[src/rtl/pick_fifo_ll_if.sv]
// pick_fifo_ll_if: write/read/status bundle of the shared-buffer multi-flow FIFO
interface pick_fifo_ll_if #(
  parameter int WIDTH = 8,
  parameter int DEPTH = 8,
  parameter int FLUX  = 2
);
  localparam int TAG_WIDTH = $clog2(FLUX);
  localparam int CNT_WIDTH = $clog2(DEPTH + 1);
  logic                 wr;
  logic [WIDTH-1:0]     datain;
  logic [FLUX-1:0]      rd;
  logic                 full;
  logic [FLUX-1:0]      empty;
  logic [FLUX-1:0]      flow_full;
  logic [WIDTH-1:0]     dataout;
  logic                 dout_valid;
  logic [TAG_WIDTH-1:0] dout_flow;
  logic                 wr_drop;
  logic [CNT_WIDTH-1:0] count;
  modport master (output wr, datain, rd,
                  input  full, empty, flow_full, dataout, dout_valid, dout_flow, wr_drop, count);
  modport slave  (input  wr, datain, rd,
                  output full, empty, flow_full, dataout, dout_valid, dout_flow, wr_drop, count);
endinterface

[src/rtl/pick_fifo_ll.sv]
// pick_fifo_ll: shared-buffer multi-flow FIFO, per-flow linked lists over one RAM plus a free-list queue
module pick_fifo_ll #(
  parameter int WIDTH        = 8,
  parameter int DEPTH        = 8,
  parameter int FLUX         = 2,
  parameter int MAX_PER_FLOW = DEPTH
) (
  input logic            ck,
  input logic            rst,
  pick_fifo_ll_if.slave  bus
);
  localparam int TAG_WIDTH  = $clog2(FLUX);
  localparam int ADDR_WIDTH = $clog2(DEPTH);
  localparam int CNT_WIDTH  = $clog2(DEPTH + 1);

  logic [WIDTH-1:0]      r_ram  [DEPTH];
  logic [ADDR_WIDTH-1:0] r_link [DEPTH];
  logic [ADDR_WIDTH-1:0] r_free [DEPTH];
  logic [ADDR_WIDTH-1:0] r_fhead, r_ftail;
  logic [CNT_WIDTH-1:0]  r_fcnt;
  logic [ADDR_WIDTH-1:0] r_head [FLUX];
  logic [ADDR_WIDTH-1:0] r_tail [FLUX];
  logic [CNT_WIDTH-1:0]  r_cnt  [FLUX];
  logic                  r_full;
  logic [FLUX-1:0]       r_empty, r_flow_full;
  logic [WIDTH-1:0]      r_dataout;
  logic                  r_dout_valid;
  logic [TAG_WIDTH-1:0]  r_dout_flow;
  logic                  r_wr_drop;
  logic [CNT_WIDTH-1:0]  r_count;

  logic [TAG_WIDTH-1:0]  w_tag, w_win;
  logic                  w_wr_ok, w_rd_ok;
  logic [ADDR_WIDTH-1:0] w_e, w_h;
  logic [CNT_WIDTH-1:0]  w_cnt_nxt [FLUX];
  logic [CNT_WIDTH-1:0]  w_fcnt_nxt;

  // Accept decisions from start-of-cycle status; highest requesting non-empty flow wins the read
  always_comb begin
    w_tag   = bus.datain[WIDTH-1 -: TAG_WIDTH];
    w_wr_ok = bus.wr && !r_full && (int'(w_tag) < FLUX) && !r_flow_full[w_tag];
    w_rd_ok = 1'b0;
    w_win   = '0;
    for (int i = 0; i < FLUX; i++)
      if (bus.rd[i] && !r_empty[i]) begin
        w_rd_ok = 1'b1;
        w_win   = TAG_WIDTH'(i);
      end
    w_e = r_free[r_fhead];
    w_h = r_head[w_win];
    for (int f = 0; f < FLUX; f++)
      w_cnt_nxt[f] = r_cnt[f] + CNT_WIDTH'(w_wr_ok && w_tag == TAG_WIDTH'(f))
                              - CNT_WIDTH'(w_rd_ok && w_win == TAG_WIDTH'(f));
    w_fcnt_nxt = r_fcnt - CNT_WIDTH'(w_wr_ok) + CNT_WIDTH'(w_rd_ok);
  end

  // Data RAM and next-links; stale contents are never observable, so no reset
  always_ff @(posedge ck) begin
    if (w_wr_ok) r_ram[w_e] <= bus.datain;
    if (w_wr_ok && r_cnt[w_tag] != '0) r_link[r_tail[w_tag]] <= w_e;
  end

  // Free list, per-flow list pointers, registered status and read data
  always_ff @(posedge ck or negedge rst) begin
    if (!rst) begin
      for (int i = 0; i < DEPTH; i++) r_free[i] <= ADDR_WIDTH'(i);
      r_fhead <= '0;
      r_ftail <= '0;
      r_fcnt  <= CNT_WIDTH'(DEPTH);
      for (int f = 0; f < FLUX; f++) begin
        r_head[f] <= '0;
        r_tail[f] <= '0;
        r_cnt[f]  <= '0;
      end
      r_full       <= 1'b0;
      r_empty      <= '1;
      r_flow_full  <= '0;
      r_dataout    <= '0;
      r_dout_valid <= 1'b0;
      r_dout_flow  <= '0;
      r_wr_drop    <= 1'b0;
      r_count      <= '0;
    end else begin
      if (w_wr_ok) r_fhead <= (r_fhead == ADDR_WIDTH'(DEPTH - 1)) ? '0 : r_fhead + 1'b1;
      if (w_rd_ok) begin
        r_free[r_ftail] <= w_h;
        r_ftail         <= (r_ftail == ADDR_WIDTH'(DEPTH - 1)) ? '0 : r_ftail + 1'b1;
        r_dataout       <= r_ram[w_h];
        r_dout_flow     <= w_win;
      end
      for (int f = 0; f < FLUX; f++) begin
        if (w_wr_ok && w_tag == TAG_WIDTH'(f)) begin
          r_tail[f] <= w_e;
          if (r_cnt[f] == '0 || (w_rd_ok && w_win == TAG_WIDTH'(f) && r_cnt[f] == CNT_WIDTH'(1)))
            r_head[f] <= w_e;
          else if (w_rd_ok && w_win == TAG_WIDTH'(f))
            r_head[f] <= r_link[w_h];
        end else if (w_rd_ok && w_win == TAG_WIDTH'(f) && r_cnt[f] > CNT_WIDTH'(1))
          r_head[f] <= r_link[w_h];
        r_cnt[f]       <= w_cnt_nxt[f];
        r_empty[f]     <= w_cnt_nxt[f] == '0;
        r_flow_full[f] <= w_cnt_nxt[f] == CNT_WIDTH'(MAX_PER_FLOW);
      end
      r_fcnt       <= w_fcnt_nxt;
      r_full       <= w_fcnt_nxt == '0;
      r_count      <= CNT_WIDTH'(DEPTH) - w_fcnt_nxt;
      r_dout_valid <= w_rd_ok;
      r_wr_drop    <= bus.wr && !w_wr_ok;
    end
  end

  assign bus.full       = r_full;
  assign bus.empty      = r_empty;
  assign bus.flow_full  = r_flow_full;
  assign bus.dataout    = r_dataout;
  assign bus.dout_valid = r_dout_valid;
  assign bus.dout_flow  = r_dout_flow;
  assign bus.wr_drop    = r_wr_drop;
  assign bus.count      = r_count;
endmodule

[src/flat_wrapper.sv]
// flat-port wrapper written by rule: the top's interface ports become plain ports
module pick_fifo_ll_flat 
#(
  parameter int WIDTH        = 8,
  parameter int DEPTH        = 8,
  parameter int FLUX         = 2,
  parameter int MAX_PER_FLOW = DEPTH
)
  (ck, rst, bus_wr, bus_datain, bus_rd, bus_full, bus_empty, bus_flow_full, bus_dataout, bus_dout_valid, bus_dout_flow, bus_wr_drop, bus_count);
  pick_fifo_ll_if #(.WIDTH(WIDTH), .DEPTH(DEPTH), .FLUX(FLUX)) bus_i ();
  input logic ck;
  input logic rst;
  input wire logic [$bits(bus_i.wr)-1:0] bus_wr;
  input wire logic [$bits(bus_i.datain)-1:0] bus_datain;
  input wire logic [$bits(bus_i.rd)-1:0] bus_rd;
  output wire logic [$bits(bus_i.full)-1:0] bus_full;
  output wire logic [$bits(bus_i.empty)-1:0] bus_empty;
  output wire logic [$bits(bus_i.flow_full)-1:0] bus_flow_full;
  output wire logic [$bits(bus_i.dataout)-1:0] bus_dataout;
  output wire logic [$bits(bus_i.dout_valid)-1:0] bus_dout_valid;
  output wire logic [$bits(bus_i.dout_flow)-1:0] bus_dout_flow;
  output wire logic [$bits(bus_i.wr_drop)-1:0] bus_wr_drop;
  output wire logic [$bits(bus_i.count)-1:0] bus_count;
  assign bus_i.wr = bus_wr;
  assign bus_i.datain = bus_datain;
  assign bus_i.rd = bus_rd;
  assign bus_full = bus_i.full;
  assign bus_empty = bus_i.empty;
  assign bus_flow_full = bus_i.flow_full;
  assign bus_dataout = bus_i.dataout;
  assign bus_dout_valid = bus_i.dout_valid;
  assign bus_dout_flow = bus_i.dout_flow;
  assign bus_wr_drop = bus_i.wr_drop;
  assign bus_count = bus_i.count;
  pick_fifo_ll #(.WIDTH(WIDTH), .DEPTH(DEPTH), .FLUX(FLUX), .MAX_PER_FLOW(MAX_PER_FLOW)) u_core (.ck(ck), .rst(rst), .bus(bus_i));
endmodule
[config.mk]
export PLATFORM = sky130hd
export DESIGN_NAME = pick_fifo_ll_flat
export DESIGN_NICKNAME = d
export VERILOG_FILES = /design/src/rtl/pick_fifo_ll_if.sv /design/src/rtl/pick_fifo_ll.sv /design/src/flat_wrapper.sv
export SDC_FILE = /design/constraint.sdc
export NUM_CORES = 1
export LEC_CHECK = 0
export CELL_PAD_IN_SITES_DETAIL_PLACEMENT = 0
export CELL_PAD_IN_SITES_GLOBAL_PLACEMENT = 1
export CORE_UTILIZATION = 40
export CTS_CLUSTER_SIZE = 10
export DETAILED_ROUTE_END_ITERATION = 10
export GPL_TIMING_DRIVEN = 1
export PLACE_DENSITY_LB_ADDON = 0.1
export SLEW_MARGIN = 5
export SYNTH_ARGS = -nofsm -noshare
export SYNTH_HDL_FRONTEND = slang
export SYNTH_SLANG_ARGS = --single-unit
[constraint.sdc]
create_clock -name ck -period 2.8 [get_ports ck]
set_input_delay 0.84 -clock ck [delete_from_list [all_inputs] [get_ports ck]]
set_output_delay 0.84 -clock ck [all_outputs]
set_load 0.02 [all_outputs]
==> flow_summary.ini <==
[status]
status = finished, final reports clean

[power]
leakage_nw = 3.425
clockPowerShare_pct = 21.7
netSwitchingPower_mw = 3.586
pwr_density_cell_nw_per_um2 = 1201
intPower_mw = 6.593
ir_worst_vdd_uv = 766.3
seqPwrFrac_pct = 38.6
finalPower_mw = 10.18
switching_share_pct = 35.23
power_frac_comb_pct = 39.7

[cts]
cts_buffer_depth = 2
tritoncts = yes
cts_htree_levels = 4
clock_latency_ps = 430
ctsHoldBuffers = 0
cts_sinks = 161
clkTransAtPathRegs_ps = 70
clock_tree.root_cell = clkbuf_16
cts_buffers = 17

[synth]
synth_flop_cell = edfxtp_1
synth_area_um2 = 6948
synth.distinct_cells = 49
syn-num-nets = 543
ys_seq_area_share_pct = 64.60
synth_top_cell_area_share_pct = 38.03
synth-edff-count = 88
async_flop_share_pct = 45.34
avgSynthCellArea_um2 = 13.68
yosys.area.top_type = edfxtp_1
netlist_instances = 508
synth_area_leaders = edfxtp_1 (38%), dfrtp_1 (21%), dfstp_2 (5.7%)
ys_warn_count = 0
ys_ff_latch = 161

[timing]
drv_slew = 0
post-route-period-util_pct = 94.92
finalClockSkew_ps = 8.866
fin_ws_ps = 142.2
hold_viol_final = 0
setup_violations = 0
fmax_mhz = 376.2
max_slew.worst_pin.slew_ps = 610.6
holdWs_ps = 397.4
slew_headroom_pct = 58.92
period_needed_ps = 2658

[routing]
dr.first_iter.drc_count = 231
via_per_inst = 5.133
dr.max_layer_used = met4
wl_met1_um = 6426
vias = 4240
ant_nets = 0
drc_errors = 0
routed-wl-met2_um = 7367
wl_per_cell_um = 17.47
routed_wl_um = 14430
met3_length_um = 429
firstDrtPassIters = 4

[global_route]
grt_start_max_net_pins = 42
grt.total_usage_pct = 17.48
overflow = 0
grt_pass1_vias = 4457
antenna_found_initial = 0
grt_pass1_wl_um = 23160

[die]
die_area_um2 = 17900
num_rows = 47
fp.coreArea_um2 = 16760
die_h_um = 133.8
initial_utilization_pct = 41.46
ios = 33
die-width_um = 133.8

[placement]
port-buffer-count = 32
preCtsSetupSlack_ps = -471.0
dp.final_hpwl_um = 9942
gp_congestion = 0.8065

[run]
cap_violations = 0

[cells_and_area]
final_util_pct = 50.56
multi_input_area_um2 = 2287
drive_above_1_share_pct = 21.29
syn_to_final_growth_pct = 21.97
n_antenna_cell = 0
layout.nets = 628
nFillCells = 1433
regArea_um2 = 4488

[setup_path]
crit_type = in -> reg
worstPathMaxFanout = 3
arrival_ps = 3000
worst_setup_path_start_kind = input pin
cp-end-kind = register
critPathRequiredTime_ps = 3150

[hold_path]
hold_class = in -> async
final timing paths:
check                                 startpoint                     to  slack, ps  cells after the start
max                                       bus_wr    u_core.bus.count[2]        140                     11
min                                          rst      u_core.r_free[22]        400                      1
max reg2reg                    u_core.r_fhead[0]     u_core.r_ram[6][2]        300                      6
min reg2reg                u_core.bus.dataout[7]  u_core.bus.dataout[7]        460                      2
max in group asynchronous                    rst    u_core.bus.empty[1]       1740                      2
min in group ck            u_core.bus.dataout[7]  u_core.bus.dataout[7]        460                      2
synthesized netlist by cell type (4+ instances only):
cell type  count
a22oi_1       17
a21o_1         5
xnor2_1        5
nor3_1         6
ha_1          19
edfxtp_1      88
mux4_1         6
dfstp_2       15
mux2i_1       16
inv_1         32
nor2b_1        5
xor2_1         4
nand3b_1       5
nand3_1        4
nand2_1       63
dfrtp_1       58
mux4_2        16
nor2_1        48
clkbuf_1       7
o21ai_0       20
buf_2          4
a21oi_1       23
cell type report:
type | instances | share of cell area [%]
sequential | 161 | 52.96
inverter | 33 | 1.491
timing repair buffer | 82 | 8.711
multi-input combinational | 298 | 26.99
clock buffer | 18 | 5.064
clock inverter | 14 | 1.536
tap | 220 | 3.248
power groups by stage:
stage	clock, mW	combinational (mW)	sequential [mW]
floorplan	0	2.56	3.90
global placement	0	3.93	3.95
detailed placement	0	4.04	3.98
CTS	2.27	4.06	3.94
global route	2.36	4.47	4.03
finish	2.21	4.04	3.93
sequential cells by signal, indices dropped and copies added, names as in the netlist:
name,flops
u_core.r_cnt,8
u_core.bus.dout_valid,1
u_core.bus.dataout,8
u_core.r_fhead,3
u_core.r_fcnt,4
u_core.r_head,6
u_core.bus.dout_flow,1
u_core.bus.full,1
u_core.r_tail,6
u_core.bus.count,3
u_core.r_link,24
u_core.bus.wr_drop,1
u_core.r_ftail,3
u_core.r_ram,64
u_core.bus.flow_full,2
u_core.r_free,24
u_core.bus.empty,2
through the flow:
stage                     cells  TNS (ps)  cell area (um2)
after global routing        826    -18.61             8474
after CTS                   825         0             8424
after detailed placement    793     -7052             7863
after floorplan             508         0             6953
after global placement      793     -6658             7863
final                       826         0             8474
logic make-up after synthesis:
logic type	Yosys count	share of synthesized area (%)
AOI/OAI and AO/OA	79	7.186
xor gates and xnor gates	9	1.134
adders and majority gates	22	4.286
buffers and inverters	49	3.133
DFF	161	64.60
muxes	39	10.08
and+or+nand+nor	149	9.581
layer usage:
metal	up-vias	track usage (%)
met3	16	4.195
met2	69	29.13
met5	-	0
met4	0	6.503
met1	2140	22.15
li1	2015	-
repair_timing:
item / in CTS / in global routing
gates resized for setup: 1 / 13
setup endpoints to repair: 2 / 7
buffers inserted: 0 / 1
hold endpoints to repair: 0 / 0
pin swaps: 0 / 2
cell usage in the layout, fill, tap and decap left out, drive strengths merged, types with 2 or more instances in the layout:
master / n
xor2: 4
nor2: 48
nand3: 4
clkinvlp: 3
nor4b: 2
a221oi: 3
nor3: 6
clkdlybuf4s50: 28
edfxtp: 88
clkbuf: 18
nand4: 2
mux4: 22
dlymetal6s2s: 3
ha: 19
or3: 3
a21o: 5
dfrtp: 58
o21ai: 22
a21oi: 23
dfstp: 15
a22oi: 17
inv: 38
fa: 3
mux2i: 17
xnor2: 5
nand4b: 2
buf: 51
nor2b: 5
nand2b: 4
nand2: 63
nand3b: 5
nor4: 2
clkinv: 5
and2: 3
critical path, stage by stage:
cell and delay (ps):
clkdlybuf4s50_1 500, nor2b_2 180, o21ai_2 70, inv_1 70, ha_1 220, inv_1 50
ha_1 150, inv_1 60, fa_2 550, ha_1 180, xnor2_1 120
(Power assumes the default switching activity.)
==> variant 1 (same settings) <==
`DEPTH` is set to 8 in 3 places; all go to 16.
--- a/src/rtl/pick_fifo_ll_if.sv
+++ b/src/rtl/pick_fifo_ll_if.sv
@@ -1,7 +1,7 @@
 // pick_fifo_ll_if: write/read/status bundle of the shared-buffer multi-flow FIFO
 interface pick_fifo_ll_if #(
   parameter int WIDTH = 8,
-  parameter int DEPTH = 8,
+  parameter int DEPTH = 16,
   parameter int FLUX  = 2
 );
   localparam int TAG_WIDTH = $clog2(FLUX);
--- a/src/rtl/pick_fifo_ll.sv
+++ b/src/rtl/pick_fifo_ll.sv
@@ -1,7 +1,7 @@
 // pick_fifo_ll: shared-buffer multi-flow FIFO, per-flow linked lists over one RAM plus a free-list queue
 module pick_fifo_ll #(
   parameter int WIDTH        = 8,
-  parameter int DEPTH        = 8,
+  parameter int DEPTH        = 16,
   parameter int FLUX         = 2,
   parameter int MAX_PER_FLOW = DEPTH
 ) (
--- a/src/flat_wrapper.sv
+++ b/src/flat_wrapper.sv
@@ -2,7 +2,7 @@
 module pick_fifo_ll_flat 
 #(
   parameter int WIDTH        = 8,
-  parameter int DEPTH        = 8,
+  parameter int DEPTH        = 16,
   parameter int FLUX         = 2,
   parameter int MAX_PER_FLOW = DEPTH
 )
Ports: changed (resized bus_count); port bits go from 33 to 34. The function was not compared with the original's and may differ.
==> variant 1 against the original RTL <==
Area after synthesis increased by 100%. Utilization shrank 1.0 points. Highest routed layer unchanged. Synthesized cell count up 120%. Largest cell class unchanged. Routed wire length is 130% higher. Global-route usage is 2.1 points higher. Worst setup slack lost 0.048 ns. Cell count rose by 110%. Sequential cell count increased by 154. Final area up 100%. Register-to-register slack got worse by 0.15 ns. Total power rose by 120%. Sequential share of layout area decreased by 1.0 points. Combinational power grew 150%. Largest power group unchanged.
==> variant 1: results (changes against the original RTL) <==
[layout]
fillers = 3176  ; +120%
largest_reg_flops = 128  ; +100%
nets = 1338  ; +110%
final_cells = 1775  ; +110%
drive_above_1_share_pct = 21.06  ; -0.23 points

[timing]
fin_ws_ns = 0.09437  ; -0.04781 ns
relSlewSlack_pct = 49.41  ; -9.5 points
skew_ns = 0.02239  ; +0.01352 ns

[drt]
drtPass1Iterations = 6  ; +2
first_iter_violations = 491  ; +110%
vias = 9050  ; +110%
routed_wl_microns = 33690  ; +130%

[placement]
hpwl_microns = 23240  ; +130%
pre_cts_ws_ns = -0.9297  ; -0.4587 ns
place.detailed.instances = 1704  ; +110%
placed_area_sq_mm = 0.01591  ; +100%

[yosys]
syn_nets = 1173  ; +120%
synth_edf_count = 192  ; +120%
ys_seq_area_share_pct = 63.40  ; -1.2 points
synth_xor_area_share_pct = 0.9372  ; -0.20 points
post_synth_num_cell_types = 61  ; +24%
synthAdderAreaFrac_pct = 3.106  ; -1.2 points
synthTopCellsByCount = nand2_1 (205), edfxtp_1 (192), mux2i_1 (89)
synthTopCellsByArea = edfxtp_1 (41%), dfrtp_1 (16%), dfstp_2 (6.6%)
syn_area_per_cell_sq_um = 12.44  ; -9.1%
synth_mux_area_share_pct = 9.810  ; -0.27 points
synth_async_sr_flop_share_pct = 39.05  ; -6.3 points
synth-compound-area-share_pct = 8.007  ; +0.82 points

[status]
status = finished, final reports clean

[clocking]
worstSkewPairLatency_ns = 0.52  ; +0.09 ns
cts_max_level = 2  ; -2
postCtsSetupBuffers = 3  ; +3
post_cts_resized = 16  ; +15

[power_and_ir_drop]
pwr-share-comb_pct = 45.5  ; +5.8 points
power.leakage_uw = 0.006793  ; +98%
p_clk_share_pct = 20.2  ; -1.5 points
p_int_uw = 13760  ; +110%
p_clk_uw = 4440  ; +100%

[critical_path]
cp-endpoint = u_core.bus.count[4]
r2r_start = u_core.bus.empty[1]
reg2reg_depth = 12  ; +6
critPathMaxFanout = 5  ; +2
r2r_slack_ns = 0.15  ; -0.15 ns
crit_path_start = bus_datain[7]

[global_routing]
grt_pass1_wl_microns = 53160  ; +130%
grt_pass1_vias = 9157  ; +110%

## variant 1: per-layer routing
layer | GRT usage [%] | share of wire [%] | vias to the layer above
met4 | 6.017 | 2.5 | 0
met2 | 31.99 | 48 | 153
met5 | 0 | 0 | -
met1 | 26.76 | 45 | 4422
met3 | 3.021 | 3.8 | 44
li1 | - | - | 4431
## variant 1: final cells by class
cell class	instances	area, sq um	share of cell area [%]
clock buffer	65	1094	6.392
timing repair buffer	173	1531	8.952
multi-input combinational	720	4840	28.29
inverter	44	170.2	0.9947
clock inverter	3	16.27	0.09508
tap	455	569.3	3.328
sequential	315	8887	51.95
## variant 1: worst max-delay path: stages
cell     delay (ns)
buf_2          0.15
nor2b_2        0.19
o21ai_4        0.15
inv_4          0.07
ha_4           0.26
inv_2          0.04
ha_4           0.15
fa_2           0.55
inv_1          0.05
ha_2           0.18
nor3b_2        0.15
ha_1           0.28
inv_1          0.03
==> variant 2 (config.mk and constraints unchanged) <==
Without the edit above. Make the reset (`rst`) synchronous in one clocked block.
--- a/src/rtl/pick_fifo_ll.sv
+++ b/src/rtl/pick_fifo_ll.sv
@@ -61,7 +61,7 @@
   end
 
   // Free list, per-flow list pointers, registered status and read data
-  always_ff @(posedge ck or negedge rst) begin
+  always_ff @(posedge ck) begin
     if (!rst) begin
       for (int i = 0; i < DEPTH; i++) r_free[i] <= ADDR_WIDTH'(i);
       r_fhead <= '0;
Function: differs if rst is asserted again (counterexample within 4 cycles, from zero or initial values and one cycle with rst low); with rst held inactive, the same outputs for 4 cycles.
==> variant 2 against the original RTL <==
Worst hold slack gained 0.062 ns. Routed wire length rose by 11%. Critical path depth fell by 1. Final area up 5.1%. Total power down 3.6%. Non-clock buffer count is 14 higher. Sequential cell count rose by 3. Die area up 4.4%. First-iteration DRC count increased by 22%. Register-to-register slack improved by 0.08 ns. Area after synthesis is 4.4% higher. Worst setup slack improved by 0.039 ns. Highest routed layer unchanged.
==> variant 2: results (changes against the original RTL) <==
[layout]
n_all_buffers = 96  ; +17%
top_register = u_core.r_ram
antenna_cells = 0  ; unchanged
clk_share_pct = 7.248  ; +0.65 points
inv_count = 31  ; -6.1%
nets = 688  ; +9.6%
nMultiInputCombCells = 343  ; +15%
multi_input_area_sq_mm = 0.002502  ; +9.4%
final-seq-area_sq_mm = 0.004524  ; +0.81%
fillers = 1513  ; +5.6%
buf_share_pct = 9.355  ; +0.64 points
drive_above_1_share_pct = 19.67  ; -1.6 points

[critical_path]
cp.arrival_ns = 2.94  ; -0.06 ns
critPathMaxFanout = 5  ; +2
slowest_stage = fa_2

[global_routing]
grt_pass1_vias = 4644  ; +4.2%
grt_max_degree = 29  ; -31%
grt_pass1_wl_microns = 25450  ; +9.9%
grtUsageTotal_pct = 18.73  ; +1.2 points
grt_antenna_before_repair = 0  ; unchanged

[drt]
drtPass1Iterations = 5  ; +1
wl_per_cell_microns = 17.93  ; +2.6%
first_iter_violations = 281  ; +22%
vias_per_cell = 5.131  ; about the same

[yosys]
ys_seq_area_share_pct = 62.36  ; -2.2 points
synthTopCellsByCount = edfxtp_1 (124), nand2_1 (61), nor2_1 (61)
syn_nets = 593  ; +9.2%
synthTopCellsByArea = edfxtp_1 (51%), dfxtp_1 (11%), mux2i_1 (6.3%)
post_synth_num_cell_types = 62  ; +27%
synth_edf_count = 124  ; +41%
synth_async_sr_flop_share_pct = 0  ; -45 points

[status]
status = finished, final reports clean

[placement]
hpwl_microns = 11290  ; +14%
gp_congestion = 0.8087  ; +0.27%
pre_cts_ws_ns = -0.5015  ; -0.03046 ns

[clocking]
cts.sink_count = 164  ; +1.9%
clk_pin_slew_worst_paths_ns = 0.06
cts_max_level = 4  ; unchanged

[power_and_ir_drop]
peakVddDrop_mv = 0.5852  ; -24%
pwr-share-comb_pct = 38.9  ; -0.8 points
power.leakage_uw = 0.003334  ; -2.7%
pwr-share-seq_pct = 35.4  ; -3.2 points
p_int_uw = 6467  ; -1.9%

[timing]
worst_pin_slew_ns = 0.5230  ; -0.08761 ns
skew_ns = 0.01364  ; +0.004771 ns

[min_path]
hold_class = reg2reg

-- variant 2: changes by cell type after synthesis, moves of 15 or more --
cell,unedited run,this run
a22oi_1,17,1
dfxtp_1,0,40
edfxtp_1,88,124
mux2i_1,16,46
dfrtp_1,58,0
dfstp_2,15,0
-- variant 2: repair_timing --
item	CTS	global route
endpoints found under the setup margin	2	10
pin swaps	5	3
setup buffers	2	0
resized for setup	6	4
-- variant 2: metal layers --
metal / up-vias / global-route usage [%] / routed length (microns)
li1: 2236 / - / -
met1: 2233 / 25.21 / 7638
met2: 86 / 29.70 / 7535
met3: 17 / 3.741 / 523
met4: 0 / 7.346 / 280
met5: - / 0 / 0
-- variant 2: metrics by stage --
stage          cells  hold slack [ns]  setup TNS [ns]  area (sq um)  total power [uW]
2_1_floorplan    558           0.4631               0          7272              5867
3_5_place_dp     857           0.4493          -14.18          8227              7337
6_report         891           0.4597               0          8907              9810
5_1_grt          891           0.4898               0          8907             10410
3_3_place_gp     857           0.4536          -12.03          8227              7271
4_1_cts          891           0.4605               0          8900              9919
-- variant 2: kinds of logic after synthesis --
family / after synthesis / share of synthesized area, %
buffers and inverters: 51 / 3.500
xor gates and xnor gates: 8 / 0.9657
muxes: 67 / 10.76
AOI/OAI and AO/OA: 59 / 6.484
adders and majority gates: 22 / 4.104
DFF: 164 / 62.36
and+or+nand+nor: 187 / 11.83
-- variant 2: worst paths after layout --
check | startpoint | to | slack, ns | cells after the start
worst max register to register | register | u_core.r_ram[5][4] | 0.38 | 7
worst min-delay path | u_core.bus.dataout[4] | u_core.bus.dataout[4] | 0.46 | 2
worst max-delay path | bus_datain[7] | u_core.bus.count[1] | 0.18 | 10
worst min register to register | u_core.bus.dataout[4] | u_core.bus.dataout[4] | 0.46 | 2
